### src/rtl/l2_cacheline_adaptor.sv
// l2_cacheline_adaptor: turns one 256-bit L2 line read/write into a 4-beat x 64-bit memory burst
// and answers the L2 with a single-cycle resp_o once the last beat has been accepted.
module l2_cacheline_adaptor #(
   parameter int s_line    = 256,
   parameter int s_burst   = 64,
   parameter int num_beats = s_line / s_burst
) (
   input  logic               clk,
   input  logic               rst,
   input  logic [s_line-1:0]  line_i,
   output logic [s_line-1:0]  line_o,
   input  logic [31:0]        address_i,
   input  logic               read_i,
   input  logic               write_i,
   output logic               resp_o,
   input  logic [s_burst-1:0] burst_i,
   output logic [s_burst-1:0] burst_o,
   output logic [31:0]        address_o,
   output logic               read_o,
   output logic               write_o,
   input  logic               resp_i
);
   localparam int cw = $clog2(num_beats);
   typedef enum logic [2:0] {IDLE, RD_BURST, RD_DONE, WR_BURST, WR_DONE} state_t;
   state_t state, state_n;
   logic [cw-1:0] cnt;
   logic [s_line-1:0] line_q;
   logic [31:0] addr_q;
   logic in_burst, last;
   assign in_burst  = state == RD_BURST || state == WR_BURST;
   assign last      = resp_i && cnt == cw'(num_beats - 1);
   assign address_o = addr_q;
   always_ff @(posedge clk) begin
      if (rst) state <= IDLE;
      else     state <= state_n;
   end
   always_comb begin
      state_n = state;
      case (state)
         IDLE:     state_n = write_i ? WR_BURST : read_i ? RD_BURST : IDLE;
         RD_BURST: state_n = last ? RD_DONE : RD_BURST;
         WR_BURST: state_n = last ? WR_DONE : WR_BURST;
         default:  state_n = IDLE;
      endcase
      read_o  = state == RD_BURST;
      write_o = state == WR_BURST;
      resp_o  = state == RD_DONE || state == WR_DONE;
      burst_o = state == WR_BURST ? line_q[cnt*s_burst +: s_burst] : '0;
   end
   // Beat counter is a power-of-two width, so it wraps to 0 on the last beat by itself.
   always_ff @(posedge clk) begin
      if (rst) begin
         cnt    <= '0;
         addr_q <= '0;
         line_q <= '0;
         line_o <= '0;
      end else begin
         if (state == IDLE && (read_i || write_i)) addr_q <= address_i;
         if (state == IDLE && write_i) line_q <= line_i;
         if (in_burst && resp_i) cnt <= cnt + 1'b1;
         if (state == RD_BURST && resp_i) line_o[cnt*s_burst +: s_burst] <= burst_i;
      end
   end
endmodule

### config.mk
export PLATFORM = sky130hd
export DESIGN_NAME = l2_cacheline_adaptor
export DESIGN_NICKNAME = d
export VERILOG_FILES = /design/src/rtl/l2_cacheline_adaptor.sv
export SDC_FILE = /design/constraint.sdc
export NUM_CORES = 1
export LEC_CHECK = 0
export CAP_MARGIN = 20
export CORE_AREA = 2 2 281 283
export DETAILED_ROUTE_END_ITERATION = 8
export DIE_AREA = 0 0 283 285
export PLACE_DENSITY = 0.51
export SYNTH_ARGS = -nofsm -noshare
export SYNTH_HDL_FRONTEND = slang
export SYNTH_SLANG_ARGS = --single-unit
### constraint.sdc
create_clock -name clk -period 5.35 [get_ports clk]
set_input_delay 1.07 -clock clk [delete_from_list [all_inputs] [get_ports clk]]
set_output_delay 1.07 -clock clk [all_outputs]
set_load 0.05 [all_outputs]
Word level (Yosys, flattened, before mapping). Cells that the tools add are included.

Flip-flop bits (word level): 549. Latch bits: 0. RAM bits: 0. Memory bits (read-only): 0. Bits of input ports: 357. Logic and storage cells: 31. Memories kept: 0.

Add/sub/neg operators: 2. $mul: 0. Divide/modulo/power cells: 0. $lt $le $gt $ge: 0. Eq/ne operators: 5. Shifts and indexed selects: 3. Mux-type cells: 7. Bitwise operators: 0. Reductions and logical operators: 9.

Operator list (number): $bwmux W256 (1); $shift A64 B34 Y256 const A (1); $shiftx A256 B9 Y64 (1); $shiftx A64 B34 Y256 (1); $mux W64 (1); $neg A8 Y34 (1); $pmux W3 S3 (1); $eq A3 B2 Y1 const B (2); $logic_and A1 B1 Y1 (5); $mux W2 (2); $eq A3 B1 Y1 const B (1); $eq A3 B3 Y1 const B (1); $logic_not A3 Y1 (1); $logic_or A1 B1 Y1 (3); $mux W3 (1); $add A2 B1 Y2 const B (1); $eq A2 B2 Y1 const B (1); $mux W1 (1).

Logic depth before layout (Yosys ltp). Gate-level depths: netlist (run 1).

Word-level depth: 4. Gate-level depth with buffers: 10. Depth with buffers taken out: 5.

Worst setup path before layout (run 1). OpenSTA, ideal clock, no wires.

Path kind: register -> output. Start: register cnt[1]. End: output port burst_o[25]. Arrival time: 1.873 ns. Slack: 2.407 ns. Stages on the path, launching flop included: 5. Cells stage by stage: dfxtp_1 -> buf_2 -> clkbuf_1 -> mux4_2 -> nor2b_1.

Longest elaborated chain between the ends: 2.

RTL lines: from (decl) (line 26) `logic [cw-1:0] cnt;`; from (signal assigned) (line 60) `if (in_burst && resp_i) cnt <= cnt + 1'b1;`; $shiftx A256 B9 Y64 (line 48) `burst_o = state == WR_BURST ? line_q[cnt*s_burst +: s_burst] : '0;`; $mux W64 (line 48); to (decl) (line 17) `output logic [s_burst-1:0] burst_o,`.

No other way between the ends.

Final worst setup path (run 1).
Start: register cnt[0]. End: output port burst_o[57].

The elaborated chain is that of the path after synthesis.

==> impl_metrics.yaml, run 1 <==
outcome:
  outcome: "completed"
floorplanning:
  dieWidth_um: 283
  dieArea_mm2: 0.0807
  die_h_um: 285
  rows: 103
  start_util: 0.290
  pin_count: 712
  core_mm2: 0.0780
synthesis:
  synthFlopType: "dfxtp_1"
  yosys_warnings: 0
  yosys.area.top_type: "dfxtp_1"
  ys_seq_area_frac: 0.486
  synthTopCellsByArea: "dfxtp_1 49%, a21oi_1 12%, nand2_1 8.5%"
  synth_nets: 3010
  async_reset_ff_frac: 0
  synth-edff-count: 0
  synth_area_mm2: 0.0226
  netlist.area_leader.share: 0.486
  synth_seq_cells: 549
  yosysUniqueCellTypes: 37
  syn_inst: 2648
  syn_avg_cell_area_um2: 8.54
clock_network:
  clkSinkCount: 549
  cts_buffer_depth: 3
  cts_tree: "yes"
  cts.clk_slew.worst_paths_ns: 0.06
  hold_buffers: 0
  postCtsSetupRepairBufs: 0
  cts_resized: 0
  clk_latency_ns: 0.58
  cts.htree.levels: 3
  root_buffer: "clkbuf_16"
  numCtsBuffers: 66
detailed_routing:
  dr.pass1.iters: 5
  routed_via_density: 5.17
  vias: 22160
  postRouteAntennaNets: 0
  drc_errors: 0
  wl_per_cell_um: 21.6
  drt_iter0_markers: 1575
  routed_wl_um: 92400
grt:
  grt_pass1_wl_um: 139000
  first_global_vias: 21773
  grt-ovfl-total: 0
  gr-usage-all-layers: 0.219
  antenna_found_initial: 20
  grt_start_max_net_pins: 157
worst_setup_path:
  crit_fanout: 42
  crit_type: "reg -> out"
  slowest_stage: "dfxtp_4"
  cp_cell_sequence: "buf_12 -> mux4_2 -> nor2b_1 -> clkdlybuf4s50_1"
  required_ns: 4.28
  end_kind: "output port"
  cp.arrival_ns: 3.39
  critPathLaunchType: "register"
  slowest_delay_ns: 0.90
pwr:
  switching_power_uw: 3050
  p_leak_uw: 0.0106
  p_sw_frac: 0.287
  cellInternalPower_uw: 7560
  total_power_uw: 10600
  ir_drop_mv: 0.245
  seqPwrFrac: 0.419
  power_density_mw_per_mm2: 329
  combPwrFrac: 0.164
  clkPwrFrac: 0.416
sta:
  finalHoldViolations: 0
  max_freq_ghz: 0.224
  worst_pin_slew_ns: 0.991
  relSlewSlack: 0.340
  finalSetupViolCount: 0
  min_period_over_period: 0.833
  rsz0062_at_grt: "no"
  fin_skew_ns: 0.0173
  timing.final.crit_period_ns: 4.46
  slew_viol_final: 0
  tns_ns: 0
finish:
  area_delta_synth_final_pct: 42.7
  drive_gt1_frac: 0.0713
  final_cell_area_mm2: 0.0322
  fill_cells: 7720
  fin_nets: 3540
placed_design:
  placed_cell_area_mm2: 0.0301
  portBuffers: 711
  globalplace.congestion: 0.870
  dp_hpwl_um: 61000
run:
  maxCapViolCount: 0
hold_path:
  holdCritPathClass: "reg -> reg"
[power groups by stage]
stage | Clock (µW) | Combinational, µW | Sequential (µW)
2_1_floorplan | 0 | 935 | 4640
3_5_place_dp | 0 | 1750 | 4540
5_1_grt | 4700 | 1870 | 4480
6_report | 4420 | 1740 | 4450
4_1_cts | 4540 | 1750 | 4450
3_3_place_gp | 0 | 1730 | 4530
[through the flow]
stage | worst slack [ns] | hold WS, ns | util | instances
detailed placement | 1.43 | 0.444 | 0.386 | 4159
floorplan | 2.41 | 0.433 | - | 2648
global placement | 1.42 | 0.440 | 0.386 | 4158
finish | 0.891 | 0.450 | 0.414 | 4283
global route | 0.666 | 0.466 | 0.414 | 4283
CTS | 0.764 | 0.452 | 0.413 | 4274
[state kept, by name (all words and copies together), names as in the netlist]
signal / count
state: 3
cnt: 2
line_q: 256
line_o: 256
address_o: 32
[Yosys cell counts (all sizes together) (2+ instances only)]
cell and n:
inv 6, o21ai 289, a21oi 545, nand2 513, nand3b 2, nor3b 2, ha 5, clkbuf 161
mux4 64, xnor2 2, nor3 3, dfxtp 549, buf 133, nor4b 3, nand4 256, nor2 4
nor2b 65, clkinv 3, nand3 32
[cell usage in the layout, fill, tap and decap left out, types with 16 or more instances in the layout]
cell type        Yosys  final
dfxtp_1            549    547
buf_12               0     16
nand2_1            513    513
o21ai_0            289    289
nand3_1             32     32
buf_4               36     28
nor2b_1             65     65
mux4_2              64     64
a21oi_1            545    545
nand4_1            256    256
clkbuf_16            0     67
clkbuf_8             0     20
clkdlybuf4s50_1      0    710
[critical path: cells and delay by family, from the launching register on]
| kind | cells | cell delay, ns |
|---|---|---|
| buf+inv | 2 | 1.12 |
| flops | 1 | 0.90 |
| mux | 1 | 0.54 |
| simple gates | 1 | 0.15 |
[layout make-up]
class	instances	area, µm²	share of cell area
sequential	549	11000	0.341
inverter	9	33.8	0.00105
clock inverter	14	125	0.00388
clock buffer	101	2000	0.0622
timing repair buffer	756	7670	0.238
multi-input combinational	1796	10100	0.313
antenna	8	20.0	0.000621
tap	1050	1310	0.0407
[metal layers]
metal	GRT usage	wire (µm)
met5	0	160
met4	0.0961	3690
met3	0.0618	7580
met2	0.356	43600
met1	0.271	37400
[logic make-up (layout without fill, tap and decap cells)]
group,after synthesis,in the layout,share of synthesized area
AOI/OAI and AO/OA,837,837,0.186
DFF,549,549,0.486
buffers and inverters,303,880,0.0704
other,0,8,0
xor gates and xnor gates,2,2,0.000775
muxes,65,65,0.0642
and+or+nand+nor,887,887,0.190
adders and majority gates,5,5,0.00277
[path summary, 6_finish.rpt]
kind                                  start          end  slack [ns]  depth (start not counted)
worst max-delay path                 cnt[0]  burst_o[57]        0.89                          4
worst min-delay path            line_q[234]  line_q[234]        0.45                          2
worst max register to register       cnt[0]  line_o[187]        2.11                          7
worst min register to register  line_q[234]  line_q[234]        0.45                          2
(Power assumes the default switching activity.)
==> run 2: changes to the inputs <==
Settings changed: CORE_AREA 2 2 281 283 to 2 2 273 275, DIE_AREA 0 0 283 285 to 0 0 275 277, PLACE_DENSITY 0.51 to 0.54.
Clock period 5.35 ns to 4.5 ns, I/O delays scaled along.
==> run 2 against run 1 <==
Net effect:
- global-route usage increased by 0.99 points
- critical path depth unchanged
- clock skew increased by 0.015 ns
- via count increased by 0.52%
- worst setup slack got worse by 0.71 ns
- cell count decreased by 1.8%
- core utilization increased by 2.3 points
- highest routed layer unchanged
==> impl_metrics.yaml, run 2 (synthesis gave the netlist of run 1 again) <==
worst_setup_path:
  crit_type: "reg -> out"
  rr_worst_depth: 8
  rr_endpoint: "line_o[168]"
  cp_cell_sequence: "nand3b_1 -> buf_12 -> nor2b_1 -> clkdlybuf4s50_1"
  slowest_stage: "clkdlybuf4s50_1"
  crit_fanout: 32
  cp.arrival_ns: 3.42
  path_delay_family: "buffers and inverters"
  critPathLaunchType: "register"
  end_kind: "output port"
  required_ns: 3.60
  crit_buf_inv: 2
  slowest_delay_ns: 0.85
  regToRegSetupSlack_ns: 1.18
  r2r_start: "cnt[1]"
pwr:
  p_leak_uw: 0.0105
  ir_drop_mv: 0.368
  power_density_mw_per_mm2: 389
grt:
  use_met1: 0.283
  grt-ovfl-total: 0
  grt_start_max_net_pins: 139
  grt_pass1_wl_um: 136000
  first_global_vias: 21604
  antenna_found_initial: 23
  busiest_layer: "met2"
  met3_usage: 0.0594
  grt_use_met2: 0.377
  gr-usage-all-layers: 0.229
finish:
  final_common_cell: "clkdlybuf4s50_1"
  fill_cells: 7211
  final_cell_mix: "710 x clkdlybuf4s50_1, 547 x dfxtp_1, 545 x a21oi_1"
  drive_gt1_frac: 0.0710
  final_core_util: 0.437
  area_delta_synth_final_pct: 42.2
  stdcell_count: 4208
  fin_nets: 3541
detailed_routing:
  routed_via_density: 5.29
  postRouteAntennaNets: 0
  wl_per_cell_um: 21.7
  routed_wl_um: 91400
  drc_errors: 0
  vias: 22275
  drt_iter0_markers: 1810
  dr.pass1.iters: 6
outcome:
  outcome: "completed"
sta:
  timing.final.crit_period_ns: 4.32
  relSlewSlack: 0.299
  fin_skew_ns: 0.0321
  tns_ns: 0
  rsz0062_at_grt: "no"
  worst_pin_slew_ns: 1.04
  finalHoldViolations: 0
  min_period_over_period: 0.959
  fin_ws_ns: 0.184
  finalSetupViolCount: 0
  max_freq_ghz: 0.232
  slew_viol_final: 0
clock_network:
  numCtsBuffers: 60
  cts_resized: 0
  postCtsSetupRepairBufs: 0
  cts_tree: "yes"
  cts.clk_slew.worst_paths_ns: 0.06
  root_buffer: "clkbuf_16"
  hold_buffers: 0
  cts.htree.levels: 2
  clkSinkCount: 549
  cts_buffer_depth: 3
  clk_latency_ns: 0.63
hold_path:
  min_to: "line_q[177]"
  hold_path.startpoint: "line_q[177]"
  hold_depth: 2
  holdCritPathClass: "reg -> reg"
placed_design:
  globalplace.congestion: 0.857
  dp_hpwl_um: 61300
  post-place-ws_ns: 0.861
  portBuffers: 711
  dp_cells: 4085
run:
  maxCapViolCount: 0
floorplanning:
  die_h_um: 277
  core_mm2: 0.0736
  start_util: 0.307
  pin_count: 712
  dieArea_mm2: 0.0762
  dieWidth_um: 275
  rows: 100
[run 2: changes by cell type in the layout (fill, tap and decap cells not counted), moves of 3 or more]
cell / previous run / this run
clkbuf_1: 14 / 17
clkbuf_16: 67 / 61
clkbuf_8: 20 / 17
clkinv_8: 4 / 1
diode_2: 8 / 13
bufinv_16: 0 / 5
buf_4: 28 / 35
[run 2: worst reg2reg max path, stage by stage (launching register included)]
cell	delay (ns)
dfxtp_4	0.81
buf_4	0.38
inv_1	0.13
ha_2	0.20
buf_4	0.27
nor4b_4	0.28
buf_4	0.69
nand4_1	0.28
a21oi_1	0.20
[run 2: power breakdown]
part | leakage, µW | internal, µW | switching, µW
logic | 0.00508 | 792 | 1290
registers | 0.00447 | 5120 | 168
clock network | 0.00100 | 3050 | 2080
[run 2: worst max-delay path by stage]
stage	cells after the start	startpoint	endpoint
floorplan	4	cnt[1]	burst_o[25]
global placement	4	state[0]	burst_o[35]
detailed placement	4	state[0]	burst_o[35]
CTS	4	state[0]	burst_o[35]
global route	4	state[0]	burst_o[35]
finish	4	state[0]	burst_o[35]
[run 2: cell type report]
type | count | area [µm²] | area share
diodes | 13 | 32.5 | 0.00101
clock buffers | 95 | 1820 | 0.0568
clock inverters | 14 | 214 | 0.00666
inverters | 9 | 33.8 | 0.00105
multi-input cells | 1796 | 10100 | 0.314
flip-flops and latches | 549 | 11000 | 0.342
well taps | 969 | 1210 | 0.0377
repair buffers | 763 | 7720 | 0.240
[run 2: through the flow]
step / instance area (µm²) / power [µW] / hold slack (ns)
after global placement: 30000 / 7440 / 0.440
after detailed placement: 30000 / 7480 / 0.444
after CTS: 32100 / 12600 / 0.453
after global routing: 32100 / 13000 / 0.471
final: 32100 / 12500 / 0.453
after floorplan: 22600 / 6630 / 0.433
[run 2: metal layers]
layer	share of wire	wire length [µm]	up-vias
met2	0.48	43700	851
met5	0.0014	125	-
met4	0.038	3480	18
li1	-	-	10441
met3	0.078	7150	182
met1	0.40	37000	10783
